### src/rtl/instr_fetch_stage_if.sv
// rtl/instr_fetch_stage_if.sv - instruction memory fetch handshake between fetch stage and imem
interface instr_fetch_stage_if #(
    parameter int N = 32
);
    logic         imem_req_o;
    logic [N-1:0] imem_addr_o;
    logic         imem_ready_i;
    logic [N-1:0] imem_rdata_i;

    modport master (
        output imem_req_o,
        output imem_addr_o,
        input  imem_ready_i,
        input  imem_rdata_i
    );

    modport slave (
        input  imem_req_o,
        input  imem_addr_o,
        output imem_ready_i,
        output imem_rdata_i
    );
endinterface

### src/rtl/instr_fetch_stage.sv
// rtl/instr_fetch_stage.sv - RISC-V IF stage: PC, imem handshake, IF/ID buffer, redirect/fault (FETCH_PERF_EN adds counters)
module instr_fetch_stage #(
    parameter int           N         = 32,
    parameter logic [N-1:0] RESET_PC  = 'h0040_0000,
    parameter logic [N-1:0] NOP_INSTR = 'h0000_0013
) (
    input  logic                 clk,
    input  logic                 reset,
    instr_fetch_stage_if.master  imem,
    input  logic                 stall_i,
    input  logic                 redirect_i,
    input  logic [N-1:0]         redirect_pc_i,
    output logic [N-1:0]         pc_o,
    output logic [N-1:0]         pc_plus4_o,
    output logic [N-1:0]         instr_o,
    output logic                 valid_o,
    output logic                 ifid_enable_o,
    output logic                 fault_o
`ifdef FETCH_PERF_EN
    ,
    output logic [N-1:0]         fetch_count_o,
    output logic [N-1:0]         stall_count_o
`endif
);

    typedef enum logic [1:0] {
        BOOT  = 2'd0,
        RUN   = 2'd1,
        FAULT = 2'd2
    } state_t;

    state_t       r_state;
    logic [N-1:0] r_pc;
    logic [N-1:0] r_out_pc;
    logic [N-1:0] r_out_pc4;
    logic [N-1:0] r_instr;
    logic         r_valid;

    logic [N-1:0] w_pc_plus4;
    logic         w_free;
    logic         w_run;
    logic         w_accept;

    assign w_pc_plus4 = r_pc + N'(4);
    assign w_free     = ~r_valid | ~stall_i;
    assign w_run      = (r_state == RUN);
    assign w_accept   = w_run & ~redirect_i & imem.imem_ready_i & w_free;

    assign imem.imem_req_o  = w_run;
    assign imem.imem_addr_o = r_pc;
    assign pc_o             = r_out_pc;
    assign pc_plus4_o       = r_out_pc4;
    assign instr_o          = r_instr;
    assign valid_o          = r_valid;
    assign fault_o          = (r_state == FAULT);
    assign ifid_enable_o    = ~stall_i | ~w_run;

    always_ff @(posedge clk or negedge reset) begin
        if (!reset) begin
            r_state   <= BOOT;
            r_pc      <= RESET_PC;
            r_out_pc  <= RESET_PC;
            r_out_pc4 <= RESET_PC + N'(4);
            r_instr   <= NOP_INSTR;
            r_valid   <= 1'b0;
        end else begin
            case (r_state)
                BOOT: begin
                    r_state <= RUN;
                end
                RUN: begin
                    if (redirect_i) begin
                        // Redirect wins over stall; misaligned target is kept in pc for debug
                        r_pc    <= redirect_pc_i;
                        r_instr <= NOP_INSTR;
                        r_valid <= 1'b0;
                        if (redirect_pc_i[1:0] != 2'b00) begin
                            r_state <= FAULT;
                        end
                    end else if (w_accept) begin
                        r_out_pc  <= r_pc;
                        r_out_pc4 <= w_pc_plus4;
                        r_instr   <= imem.imem_rdata_i;
                        r_valid   <= 1'b1;
                        r_pc      <= w_pc_plus4;
                    end else if (w_free) begin
                        r_instr <= NOP_INSTR;
                        r_valid <= 1'b0;
                    end
                end
                FAULT: begin
                    r_instr <= NOP_INSTR;
                    r_valid <= 1'b0;
                end
                default: begin
                    r_state <= FAULT;
                end
            endcase
        end
    end

`ifdef FETCH_PERF_EN
    logic [N-1:0] r_fetch_cnt;
    logic [N-1:0] r_stall_cnt;

    assign fetch_count_o = r_fetch_cnt;
    assign stall_count_o = r_stall_cnt;

    // Counters only advance in RUN, so they freeze naturally once FAULT is entered
    always_ff @(posedge clk or negedge reset) begin
        if (!reset) begin
            r_fetch_cnt <= '0;
            r_stall_cnt <= '0;
        end else if (w_run) begin
            if (w_accept) begin
                if (~&r_fetch_cnt) begin
                    r_fetch_cnt <= r_fetch_cnt + N'(1);
                end
            end else if (~&r_stall_cnt) begin
                r_stall_cnt <= r_stall_cnt + N'(1);
            end
        end
    end
`endif

endmodule

### src/flat_wrapper.sv
// flat-port wrapper written by rule: the top's interface ports become plain ports
module instr_fetch_stage_flat 
#(
    parameter int           N         = 32,
    parameter logic [N-1:0] RESET_PC  = 'h0040_0000,
    parameter logic [N-1:0] NOP_INSTR = 'h0000_0013
)
  (clk, reset, stall_i, redirect_i, redirect_pc_i, pc_o, pc_plus4_o, instr_o, valid_o, ifid_enable_o, fault_o, imem_imem_req_o, imem_imem_addr_o, imem_imem_ready_i, imem_imem_rdata_i);
  instr_fetch_stage_if #(.N(N)) imem_i ();
  input  logic clk;
  input  logic reset;
  input  logic stall_i;
  input  logic redirect_i;
  input  logic [N-1:0] redirect_pc_i;
  output logic [N-1:0] pc_o;
  output logic [N-1:0] pc_plus4_o;
  output logic [N-1:0] instr_o;
  output logic valid_o;
  output logic ifid_enable_o;
  output logic fault_o;
  output wire logic [$bits(imem_i.imem_req_o)-1:0] imem_imem_req_o;
  output wire logic [$bits(imem_i.imem_addr_o)-1:0] imem_imem_addr_o;
  input wire logic [$bits(imem_i.imem_ready_i)-1:0] imem_imem_ready_i;
  input wire logic [$bits(imem_i.imem_rdata_i)-1:0] imem_imem_rdata_i;
  assign imem_imem_req_o = imem_i.imem_req_o;
  assign imem_imem_addr_o = imem_i.imem_addr_o;
  assign imem_i.imem_ready_i = imem_imem_ready_i;
  assign imem_i.imem_rdata_i = imem_imem_rdata_i;
  instr_fetch_stage #(.N(N), .RESET_PC(RESET_PC), .NOP_INSTR(NOP_INSTR)) u_core (.clk(clk), .reset(reset), .imem(imem_i), .stall_i(stall_i), .redirect_i(redirect_i), .redirect_pc_i(redirect_pc_i), .pc_o(pc_o), .pc_plus4_o(pc_plus4_o), .instr_o(instr_o), .valid_o(valid_o), .ifid_enable_o(ifid_enable_o), .fault_o(fault_o));
endmodule
### config.mk
export PLATFORM = sky130hd
export DESIGN_NAME = instr_fetch_stage_flat
export DESIGN_NICKNAME = d
export VERILOG_FILES = /design/src/rtl/instr_fetch_stage_if.sv /design/src/rtl/instr_fetch_stage.sv /design/src/flat_wrapper.sv
export SDC_FILE = /design/constraint.sdc
export NUM_CORES = 1
export LEC_CHECK = 0
export CORE_MARGIN = 2
export CORE_UTILIZATION = 46
export CTS_CLUSTER_SIZE = 14
export DETAILED_ROUTE_END_ITERATION = 8
export PLACE_DENSITY_LB_ADDON = 0.15
export SYNTH_ARGS = -nofsm -noshare
export SYNTH_HDL_FRONTEND = slang
export SYNTH_SLANG_ARGS = --single-unit
### constraint.sdc
create_clock -name clk -period 3 [get_ports clk]
set_clock_uncertainty 0.1 [all_clocks]
set_input_delay 0.6 -clock clk [delete_from_list [all_inputs] [get_ports clk]]
set_output_delay 0.6 -clock clk [all_outputs]
set_load 0.05 [all_outputs]
# Yosys cells after proc, flatten, opt, wreduce, memory -nomap -nowiden
# Cells that the tools add are included.
# totals
ff_bits,131
out_inout_bits,132
# op_classes
eq_ne,5
bitwise_logic,10
n_addsub,1
n_reduce_logical,8
muxes,13
# op_table
op,count
$mux W32,5
$pmux W32 S2,1
$add A32 B3 Y32 const B,1
$pmux W2 S3,1
$reduce_and A3 Y1,2
$reduce_bool A2 Y1,3
$not A1 Y1,5
$mux W2,2
$ne A2 B2 Y1 const B,2
$ne A4 B3 Y1 const B,1
$reduce_and A2 Y1,2
$and A1 B1 Y1,3
$mux W1,3
$eq A2 B1 Y1 const B,1
$eq A2 B2 Y1 const B,1
$logic_not A2 Y1,1
$or A1 B1 Y1,2
$pmux W1 S2,1

# Depth between registers and ports, before layout
# logic_depth
ltp_word,7
mapped_depth,8

# Worst setup path after synthesis
# OpenSTA, ideal clock, no wires.
# synth_timing
path_type,flip-flop to output port
start,register u_core.r_state[1]
end,output port ifid_enable_o
arrival_ns,1.902
stages_incl_launch_ff,6
required_ns,2.300
slack_ns,0.398
n_path_buf,2
cell_sequence,dfrtp_1 inv_1 ha_1 clkbuf_1 clkbuf_1 nand2_1
# synth_via
elab_chain_len,3
# synth_rtl
item,line,source
start: declaration,instr_fetch_stage.sv:32,state_t r_state;
start signal: assignment,instr_fetch_stage.sv:60,r_state <= BOOT;
start signal: assignment,instr_fetch_stage.sv:69,r_state <= RUN;
start signal: assignment,instr_fetch_stage.sv:78,r_state <= FAULT;
$eq A2 B1 Y1,instr_fetch_stage.sv:46,assign w_run = (r_state == RUN);
net imem_imem_req_o,flat_wrapper.sv:21,output wire logic [$bits(imem_i.imem_req_o)-1:0] imem_imem_req_o;
$not A1 Y1,instr_fetch_stage.sv:56,assign ifid_enable_o = ~stall_i | ~w_run;
$or A1 B1 Y1,instr_fetch_stage.sv:56,
end: declaration,flat_wrapper.sv:19,output logic ifid_enable_o;
# The timed path passes the listed nets, and every way through them passes these cells.

# Worst setup path after layout
# layout_timing
start,register u_core.r_state[0]
end,output port fault_o
# layout_via
elab_chain_len,1
# layout_rtl
item,line,source
$eq A2 B2 Y1,instr_fetch_stage.sv:55,assign fault_o = (r_state == FAULT);
end: declaration,flat_wrapper.sv:20,output logic fault_o;
# No other way between the ends.

==> flow_summary.yaml <==
worst_setup_path:
  timing.reg2reg.setup_slack_ns: 0.52
  crit_path_end_kind: "output port"
  worst_r2r_endpoint: "u_core.imem.imem_addr_o[31]"
  arrival_ns: 2.03
  cp.required_ns: 2.30
  path_class: "reg -> out"
  rr_worst_depth: 5
  regToRegStartpoint: "u_core.imem.imem_addr_o[8]"
  cp-startpoint: "u_core.r_state[0]"
  start_kind: "flop"
  cp_max_fo: 4
finish:
  final_nets: 893
  postLayoutCoreUtil_pct: 70.15
  drive_gt1_share_pct: 9.004
  final_cell_area_sq_um: 8889
  area_delta_synth_final_pct: 47.94
  diodes: 0
routing:
  route.vias.total: 5553
  drt_pre_antenna_iters: 5
  viasPerCell: 5.525
  antenna_left: 0
  wire_per_inst_um: 17.98
  wl_um: 18070
  dr.first_iter.drc_count: 481
  drc: 0
die:
  std_cell_rows: 41
  pin_count: 201
  dieWidth_um: 118.3
  die_y_um: 118.3
  initial_core_util_pct: 47.42
  core_sq_um: 12670
  die_area_sq_um: 13990
synthesis:
  synth_area_per_cell_sq_um: 9.477
  synth_top_cell_by_area: "dfrtp_1"
  synth.distinct_cells: 57
  yosysWarnings: 0
  synth_top_area_share_pct: 50.81
  ys_seq_elements: 129
  synthCells: 634
  synth_ff_type: "dfrtp_1"
  synth_common_cells: "152 x nand2_1, 122 x dfrtp_1, 62 x o21ai_0"
  synth_nets: 707
  ys_top_cells_by_area: "dfrtp_1 51%, nand2_1 9.5%, o21ai_0 5.2%"
  yosysMostFrequentCell: "nand2_1"
  synth_edf_count: 0
  async_flop_share_pct: 100.0
  syn_area_sq_um: 6008
  yosysSeqAreaShare_pct: 53.87
power_and_ir_drop:
  power_density_nw_per_um2: 502.4
  leakage_uw: 0.003854
  peakVddDrop_mv: 0.2947
grt:
  grt-ovfl-total: 0
  grt_pass1_vias: 5730
  grt_pass1_wl_um: 29700
  grt_max_degree: 71
  grt_use_total_pct: 26.75
  antenna_found_initial: 0
place:
  io_buffers: 200
  place_hpwl_um: 12750
  dpl_cell_area_sq_um: 8154
  gp_congestion: 0.9115
clock_tree:
  clk_pin_slew_ns: 0.05
  cts_hold_buffers: 0
  clockRootBuffer: "clkbuf_16"
  worstSkewPairLatency_ns: 0.42
  clkSinkCount: 129
  cts-resized-gates: 0
  cts_made_buffers: 17
  cts_setup_buffers: 0
  clockBufferDepth: 2
  cts_tree: "built"
  htree_levels: 4
timing:
  clock.fmax_mhz: 366.1
  setup_viol_count_final: 0
  tightest_slew_ns: 0.6243
  tns_ns: 0
  hold_violations: 0
  min_period_over_period_pct: 91.05
  slew_headroom_pct: 58.38
  fin_crit_ns: 2.731
  drv_slew: 0
  rsz0062_at_grt: "false"
min_path:
  hp-class: "in -> async"
outcome:
  outcome: "finished clean"
job:
  timing.max_cap.violations: 0
==> worst max-delay path by stage <==
stage / to / slack, ns / cells past startpoint
after floorplan: ifid_enable_o / 0.40 / 5
after global placement: u_core.imem.imem_addr_o[16] / 0.34 / 6
after detailed placement: u_core.imem.imem_addr_o[16] / 0.29 / 6
after CTS: fault_o / 0.24 / 3
after global routing: fault_o / 0.17 / 3
final: fault_o / 0.27 / 3
==> sequential cells by signal, summed over array words and instances, names as in the netlist <==
register,flops
u_core.pc_plus4_o,32
u_core.r_state,2
u_core.pc_o,30
u_core.valid_o,1
u_core.instr_o,32
u_core.imem.imem_addr_o,32
==> through the flow <==
stage / hold WS (ns) / total power (uW) / setup WS, ns / instances
after detailed placement: 0.3608 / 1940 / 0.2885 / 973
after global routing: 0.1357 / 4575 / 0.1652 / 1005
after floorplan: 0.2044 / 1800 / 0.3978 / 634
after global placement: 0.3546 / 1936 / 0.3431 / 973
final: 0.08610 / 4465 / 0.2686 / 1005
after CTS: 0.1099 / 4490 / 0.2444 / 1005
==> power breakdown <==
group | total [uW] | switching (uW) | internal, uW
Sequential | 1740 | 0 | 1740
Combinational | 166 | 74.5 | 91.4
Clock | 2560 | 746 | 1810
==> layer usage <==
metal  track usage, %  up-vias  routed length, um
met5                0        -                  0
met4            11.82        0                490
met3            8.494       32               1727
met2            42.63      276               8640
met1            33.36     2673               7211
li1                 -     2572                  -
==> layout by cell type (no fill, tap or decap), types with 4 or more instances in the layout <==
master	instances
clkbuf_16	17
nand4_1	10
nor2_1	26
clkbuf_8	4
or4_1	4
dfstp_2	7
o21ai_0	61
nor4_1	6
o22ai_1	4
buf_4	19
xnor2_1	14
a21oi_1	12
nand2_1	152
and3_1	8
clkdlybuf4s50_1	196
dfrtp_1	122
a211oi_1	5
a22oi_1	5
nor3_1	8
a22o_1	30
bufinv_16	8
xor2_1	10
inv_1	12
nand3_1	23
ha_1	4
==> area by class of cell <==
cell class | instances | area (sq um)
Clock buffer | 22 | 484.2
Clock inverter | 10 | 250.2
Fill cell | 985 | 3782
Inverter | 12 | 45.04
Multi-Input combinational cell | 443 | 2536
Sequential cell | 129 | 3237
Tap cell | 172 | 215.2
Timing Repair Buffer | 217 | 2121
==> critical path: stages, from the launching register on <==
cell and delay [ns]:
dfrtp_1 0.39, inv_1 0.11, ha_1 0.25, clkdlybuf4s50_1 0.86
==> logic make-up after synthesis <==
kind of cell / after synthesis / synth area share, %
buffers and inverters: 62 / 4.331
AOI/OAI and AO/OA: 148 / 16.37
adders and majority gates: 4 / 0.8330
and+or+nand+nor: 264 / 20.60
xor gates and xnor gates: 24 / 3.499
DFF: 129 / 53.87
muxes: 3 / 0.4998
Power figures use the tool's default switching activity.
